<file path="src/rtl/commit_sink.sv">
// commit_sink: receiving end of the commit interface.
// Owns the GPR file, machine CSRs and the mcycle/minstret counters.
module commit_sink #(
    parameter int unsigned GPR_NUM   = 32,
    parameter logic [31:0] MTVEC_RST = 32'h0,
    localparam int unsigned AW = $clog2(GPR_NUM)
) (
    input  logic          clock,
    input  logic          reset,
    input  logic          valid_i,
    output logic          ready_o,
    input  logic          wena_i,
    input  logic [AW-1:0] waddr_i,
    input  logic [31:0]   wdata_i,
    input  logic          csr_wena_i,
    input  logic [31:0]   csr_waddr_i,
    input  logic [31:0]   csr_wdata_i,
    input  logic [AW-1:0] raddr1_i,
    output logic [31:0]   rdata1_o,
    input  logic [AW-1:0] raddr2_i,
    output logic [31:0]   rdata2_o,
    input  logic [11:0]   csr_raddr_i,
    output logic [31:0]   csr_rdata_o,
    output logic          commit_done_o
);

    typedef enum logic {IDLE = 1'b0, DONE = 1'b1} state_e;

    localparam logic [11:0] A_MSTATUS = 12'h300;
    localparam logic [11:0] A_MTVEC   = 12'h305;
    localparam logic [11:0] A_MEPC    = 12'h341;
    localparam logic [11:0] A_MCAUSE  = 12'h342;
    localparam logic [11:0] A_MCYC_L  = 12'hB00;
    localparam logic [11:0] A_MCYC_H  = 12'hB80;
    localparam logic [11:0] A_MINS_L  = 12'hB02;
    localparam logic [11:0] A_MINS_H  = 12'hB82;

    state_e state_q, state_d;

    logic [31:0] gpr_q [GPR_NUM];
    logic [31:0] mstatus_q, mtvec_q, mepc_q, mcause_q;
    logic [63:0] mcycle_q, mcycle_d;
    logic [63:0] minstret_q, minstret_d;

    logic        accept;
    logic        gpr_we;
    logic [11:0] caddr;
    logic        csr_mapped;
    logic        csr_legal;
    logic        csr_we;
    logic [31:0] csr_wdata_m;
    logic [31:0] csr_rd_reg;

    assign caddr  = csr_waddr_i[11:0];
    assign gpr_we = accept && wena_i && (waddr_i != '0);

    // FSM state register
    always_ff @(posedge clock or negedge reset) begin
        if (!reset) state_q <= IDLE;
        else        state_q <= state_d;
    end

    // FSM next state: one accepted beat, then one DONE cycle
    always_comb begin
        state_d = state_q;
        unique case (state_q)
            IDLE:    if (valid_i) state_d = DONE;
            DONE:    state_d = IDLE;
            default: state_d = IDLE;
        endcase
    end

    // FSM outputs
    always_comb begin
        ready_o       = (state_q == IDLE);
        commit_done_o = (state_q == DONE);
        accept        = valid_i && (state_q == IDLE);
    end

    // CSR address legality and write-data masking
    always_comb begin
        csr_mapped = 1'b0;
        unique case (caddr)
            A_MSTATUS, A_MTVEC, A_MEPC, A_MCAUSE,
            A_MCYC_L, A_MCYC_H, A_MINS_L, A_MINS_H:
                csr_mapped = 1'b1;
            default: csr_mapped = 1'b0;
        endcase
        csr_legal   = csr_mapped && (csr_waddr_i[31:12] == 20'd0);
        csr_we      = accept && csr_wena_i && csr_legal;
        csr_wdata_m = csr_wdata_i;
        if (caddr == A_MTVEC || caddr == A_MEPC)
            csr_wdata_m[1:0] = 2'b00;
    end

    // GPR file; entry 0 is never written and stays zero
    always_ff @(posedge clock or negedge reset) begin
        if (!reset) begin
            for (int i = 0; i < GPR_NUM; i++) gpr_q[i] <= '0;
        end else if (gpr_we) begin
            gpr_q[waddr_i] <= wdata_i;
        end
    end

    // Plain machine CSRs
    always_ff @(posedge clock or negedge reset) begin
        if (!reset) begin
            mstatus_q <= 32'h0000_1800;
            mtvec_q   <= {MTVEC_RST[31:2], 2'b00};
            mepc_q    <= '0;
            mcause_q  <= '0;
        end else if (csr_we) begin
            if (caddr == A_MSTATUS) mstatus_q <= csr_wdata_m;
            if (caddr == A_MTVEC)   mtvec_q   <= csr_wdata_m;
            if (caddr == A_MEPC)    mepc_q    <= csr_wdata_m;
            if (caddr == A_MCAUSE)  mcause_q  <= csr_wdata_m;
        end
    end

    // Counter next state: a CSR write to a half replaces the increment
    always_comb begin
        mcycle_d   = mcycle_q + 64'd1;
        minstret_d = minstret_q;
        if (accept) minstret_d = minstret_q + 64'd1;
        if (csr_we) begin
            unique case (caddr)
                A_MCYC_L: mcycle_d   = {mcycle_q[63:32], csr_wdata_i};
                A_MCYC_H: mcycle_d   = {csr_wdata_i, mcycle_q[31:0]};
                A_MINS_L: minstret_d = {minstret_q[63:32], csr_wdata_i};
                A_MINS_H: minstret_d = {csr_wdata_i, minstret_q[31:0]};
                default: ;
            endcase
        end
    end

    // Counter registers
    always_ff @(posedge clock or negedge reset) begin
        if (!reset) begin
            mcycle_q   <= '0;
            minstret_q <= '0;
        end else begin
            mcycle_q   <= mcycle_d;
            minstret_q <= minstret_d;
        end
    end

    // GPR read ports with same-cycle bypass of the pending beat
    always_comb begin
        rdata1_o = gpr_q[raddr1_i];
        rdata2_o = gpr_q[raddr2_i];
        if (gpr_we && waddr_i == raddr1_i) rdata1_o = wdata_i;
        if (gpr_we && waddr_i == raddr2_i) rdata2_o = wdata_i;
        if (raddr1_i == '0) rdata1_o = '0;
        if (raddr2_i == '0) rdata2_o = '0;
    end

    // CSR read port with same-cycle bypass of the pending beat
    always_comb begin
        unique case (csr_raddr_i)
            A_MSTATUS: csr_rd_reg = mstatus_q;
            A_MTVEC:   csr_rd_reg = mtvec_q;
            A_MEPC:    csr_rd_reg = mepc_q;
            A_MCAUSE:  csr_rd_reg = mcause_q;
            A_MCYC_L:  csr_rd_reg = mcycle_q[31:0];
            A_MCYC_H:  csr_rd_reg = mcycle_q[63:32];
            A_MINS_L:  csr_rd_reg = minstret_q[31:0];
            A_MINS_H:  csr_rd_reg = minstret_q[63:32];
            default:   csr_rd_reg = '0;
        endcase
        csr_rdata_o = csr_rd_reg;
        if (csr_we && caddr == csr_raddr_i) csr_rdata_o = csr_wdata_m;
    end

endmodule

</file>
<file path="config.mk">
export PLATFORM = sky130hd
export DESIGN_NAME = commit_sink
export DESIGN_NICKNAME = d
export VERILOG_FILES = /design/src/rtl/commit_sink.sv
export SDC_FILE = /design/constraint.sdc
export NUM_CORES = 2
export LEC_CHECK = 0
export BUFFER_PORTS_ARGS = -buffer_cell sky130_fd_sc_hd__buf_4
export CORE_MARGIN = 2
export CORE_UTILIZATION = 50
export CTS_BUF_LIST = sky130_fd_sc_hd__clkbuf_16
export DETAILED_ROUTE_END_ITERATION = 8
export GPL_TIMING_DRIVEN = 0
export MAX_ROUTING_LAYER = met4
export PLACE_DENSITY = 0.66
export SLEW_MARGIN = 40
export SYNTH_ARGS = -nofsm -noshare
export SYNTH_HDL_FRONTEND = slang
export SYNTH_SLANG_ARGS = --single-unit
</file>
<file path="constraint.sdc">
create_clock -name clock -period 2.8 [get_ports clock]
set_input_delay 0.28 -clock clock [delete_from_list [all_inputs] [get_ports clock]]
set_output_delay 0.28 -clock clock [all_outputs]
set_load 0.01 [all_outputs]
</file>
==> impl_metrics.env <==
export IMPL_status="finished with violations"
export IMPL_violations="setup timing"
export IMPL_r2r_slack_ns=-0.16
export IMPL_power_uw=48500
export IMPL_initial_core_util_pct=50.2
export IMPL_r2r_start="commit_done_o"
export IMPL_regArea_um2=32100
export IMPL_clk_pin_slew_worst_paths_ns=0.06
export IMPL_clk_path_buf_depth=3
export IMPL_place_gp_congestion=1.10
export IMPL_ys_ff_latch=1281
export IMPL_critical_path_required_ns=2.52
export IMPL_ys_flop_type="dfrtp_1"
export IMPL_via_count=56900
export IMPL_max_freq_mhz=283
export IMPL_wl_per_cell_um=41.4
export IMPL_drive_gt1_share_pct=48.9
export IMPL_grt_max_degree=111
export IMPL_maxSlewHeadroom_pct=36.9
export IMPL_areaGrowthSynthToFinish_pct=20.3
export IMPL_finalWorstSetupSlack_ns=-0.736
export IMPL_p_per_area_nw_per_um2=578
export IMPL_stdcell_count=7719
export IMPL_ir_drop_mv=0.516
export IMPL_rsz0062_at_grt="yes"
export IMPL_crit_start="commit_done_o"
export IMPL_synthCells=5179
export IMPL_cp_arrival_ns=3.26
export IMPL_drv_slew=0
export IMPL_ys_warn_count=0
export IMPL_place_hpwl_um=223000
export IMPL_synth_edf_count=0
export IMPL_cts_root_buf="clkbuf_16"
export IMPL_nNetsFinal=5826
export IMPL_ant_nets=0
export IMPL_clock_sinks=1281
export IMPL_grt_overflow=0
export IMPL_tritoncts="yes"
export IMPL_syn_avg_cell_area_um2=13.5
export IMPL_synth_area_um2=69700
export IMPL_portBuffers=176
export IMPL_utilization_pct=60.3
export IMPL_dieHeight_um=377
export IMPL_period_minus_slack_ns=3.54
export IMPL_synth_fp_nets=5309
export IMPL_drv_cap=0
export IMPL_routed_wl_um=319000
export IMPL_antenna_found_initial=28
export IMPL_placedCellCount=7283
export IMPL_crit_path_end_kind="output port"
export IMPL_final_setup_tns_ns=-55.28
export IMPL_first_iter_violations=7977
export IMPL_tightest_slew_ns=0.947
export IMPL_htreeDepth=4
export IMPL_nFillCells=10900
export IMPL_post_route_drc_count=0
export IMPL_seq_area_frac_synth_pct=46.0
export IMPL_async_reset_ff_share_pct=100
export IMPL_critical_path_class="flip-flop to output port"
export IMPL_grt_pass1_vias=55100
export IMPL_power_leakage_uw=0.0373
export IMPL_hold_viol=0
export IMPL_worstSkewPairLatency_ns=0.83
export IMPL_row_count=137
export IMPL_die_area_um2=142000
export IMPL_fin_skew_ns=0.0667
export IMPL_startpoint_type="flip-flop"
export IMPL_multi_input_area_um2=36800
export IMPL_grt_usage_pct=46.2
export IMPL_grt_pass1_wl_um=437000
export IMPL_via_per_inst=7.37
export IMPL_first_pass_iters=6
export IMPL_crit_path_max_fanout=5
export IMPL_timing_hold_ws_ns=0.0117
export IMPL_hold_path_class="input pin to asynchronous set/reset pin"
export IMPL_cts_buffers=146
export IMPL_ios=226
export IMPL_die_x_um=377
export IMPL_synth_cell_types=88
export IMPL_min_period_over_period_pct=126
export IMPL_setup_viol=227
export IMPL_coreArea_um2=139000
## critical path, cell delays in order, from the launching register on
cell and delay (ns):
dfrtp_2 0.43, buf_12 0.15, nor4b_4 0.29, nand4b_4 0.25
nor4_2 0.20, o211ai_1 0.16, buf_4 0.19, clkbuf_16 0.17
a21oi_4 0.43, buf_6 0.17
## final cells by class
class	count	area share, %
multi-input combinational	3312	43.8
antenna	37	0.110
clock inverter	110	1.02
clock buffer	148	4.42
timing repair buffer	382	5.36
inverter	21	0.0940
sequential	1281	38.2
buffer	552	4.14
tap	1876	2.80
## report_power, final
| group | internal [uW] | total [uW] | switching (uW) | leakage [uW] |
|---|---|---|---|---|
| clock network | 10400 | 18900 | 8540 | 0.00234 |
| registers | 20100 | 21300 | 1220 | 0.0172 |
| logic | 3920 | 8290 | 4370 | 0.0177 |
## flip-flops by register name (all words and copies together), names as in the netlist
register and count:
mcause_q 32, mtvec_q 32, commit_done_o 1, mcycle_q 64, mstatus_q 32, gpr_q 1024
minstret_q 64, mepc_q 32
## metal layers
layer	wire length, um	part of all wire [%]	vias up	global-route usage [%]
met5	0	0	-	-
met4	32600	10	0	36.9
met3	46600	15	1612	21.1
met2	134000	42	4770	63.0
met1	106000	33	29300	52.2
li1	-	-	21200	-
## stage by stage
step	area, um2	worst slack (ns)
after floorplan	69700	0.364
after global placement	73400	-14.47
after detailed placement	74900	-1.73
after CTS	83200	-0.511
after global routing	83900	-0.756
final	83900	-0.736
## path summary, 6_finish.rpt
check / to / cells after the start
max in group asynchronous: gpr_q[819] / 7
setup reg to reg: gpr_q[620] / 8
setup / recovery: csr_rdata_o[28] / 9
min in group clock: mcycle_q[16] / 3
hold reg to reg: gpr_q[1010] / 1
hold / removal: gpr_q[696] / 2
## synthesized netlist by cell type, drive strengths merged, types with 9 or more instances
master | count | area (um2)
xnor2 | 16 | 140
a211oi | 56 | 425
nor4b | 9 | 113
o21ai | 66 | 334
nand3 | 67 | 345
buf | 214 | 1050
a211o | 9 | 78.8
o221a | 40 | 450
a21oi | 137 | 686
mux2i | 62 | 621
o32ai | 9 | 78.8
nor2 | 154 | 581
inv | 21 | 78.8
a22o | 61 | 534
and2 | 12 | 75.1
and4 | 12 | 105
o22ai | 175 | 1090
o211ai | 21 | 163
a22oi | 70 | 526
or4 | 14 | 105
o41ai | 10 | 87.6
nand2 | 204 | 768
a31oi | 26 | 163
dfrtp | 1279 | 32000
nor4 | 50 | 427
nand4b | 9 | 85.1
and3 | 22 | 138
mux4 | 544 | 12300
clkbuf | 351 | 1340
nor2b | 49 | 307
mux2 | 1113 | 12500
or3 | 20 | 125
a21o | 15 | 113
nor3 | 112 | 592
nand4 | 49 | 359
nand2b | 13 | 81.3
## repair_timing
action,in CTS,in global routing
endpoints found under the hold margin,698,0
cloned,6,3
hold buffers,57,0
gates resized for setup,634,100
pin swaps,77,47
setup buffers,67,29
endpoints found under the setup margin,1204,492
## cell usage in the layout (no fill, tap or decap), types with 42 or more instances in the layout
master / Yosys / layout
mux2i_1: 62 / 59
nand4_1: 42 / 42
nor2_1: 153 / 117
nand3_1: 65 / 58
nand2_1: 203 / 190
clkbuf_16: 0 / 155
dlygate4sd3_1: 0 / 57
dfrtp_1: 1279 / 1278
o21ai_0: 62 / 59
nor3_1: 107 / 91
buf_16: 0 / 46
mux4_2: 544 / 544
a21oi_1: 137 / 92
mux2_2: 1111 / 1111
buf_2: 151 / 83
clkbuf_1: 332 / 172
buf_6: 2 / 115
buf_4: 11 / 223
o22ai_1: 175 / 162
a22oi_1: 70 / 70
clkbuf_2: 19 / 111
nor2b_1: 49 / 44
inv_1: 21 / 53
## logic make-up after synthesis
group           Yosys count  synth area share (%)
compound gates          744                  7.39
buf+inv                 586                  3.54
fa+ha+maj                 2                0.0359
simple gates            825                  6.35
xor+xnor                 22                 0.276
flops                  1281                  46.0
mux                    1719                  36.4
No activity file was read; power rests on OpenSTA's default activity.
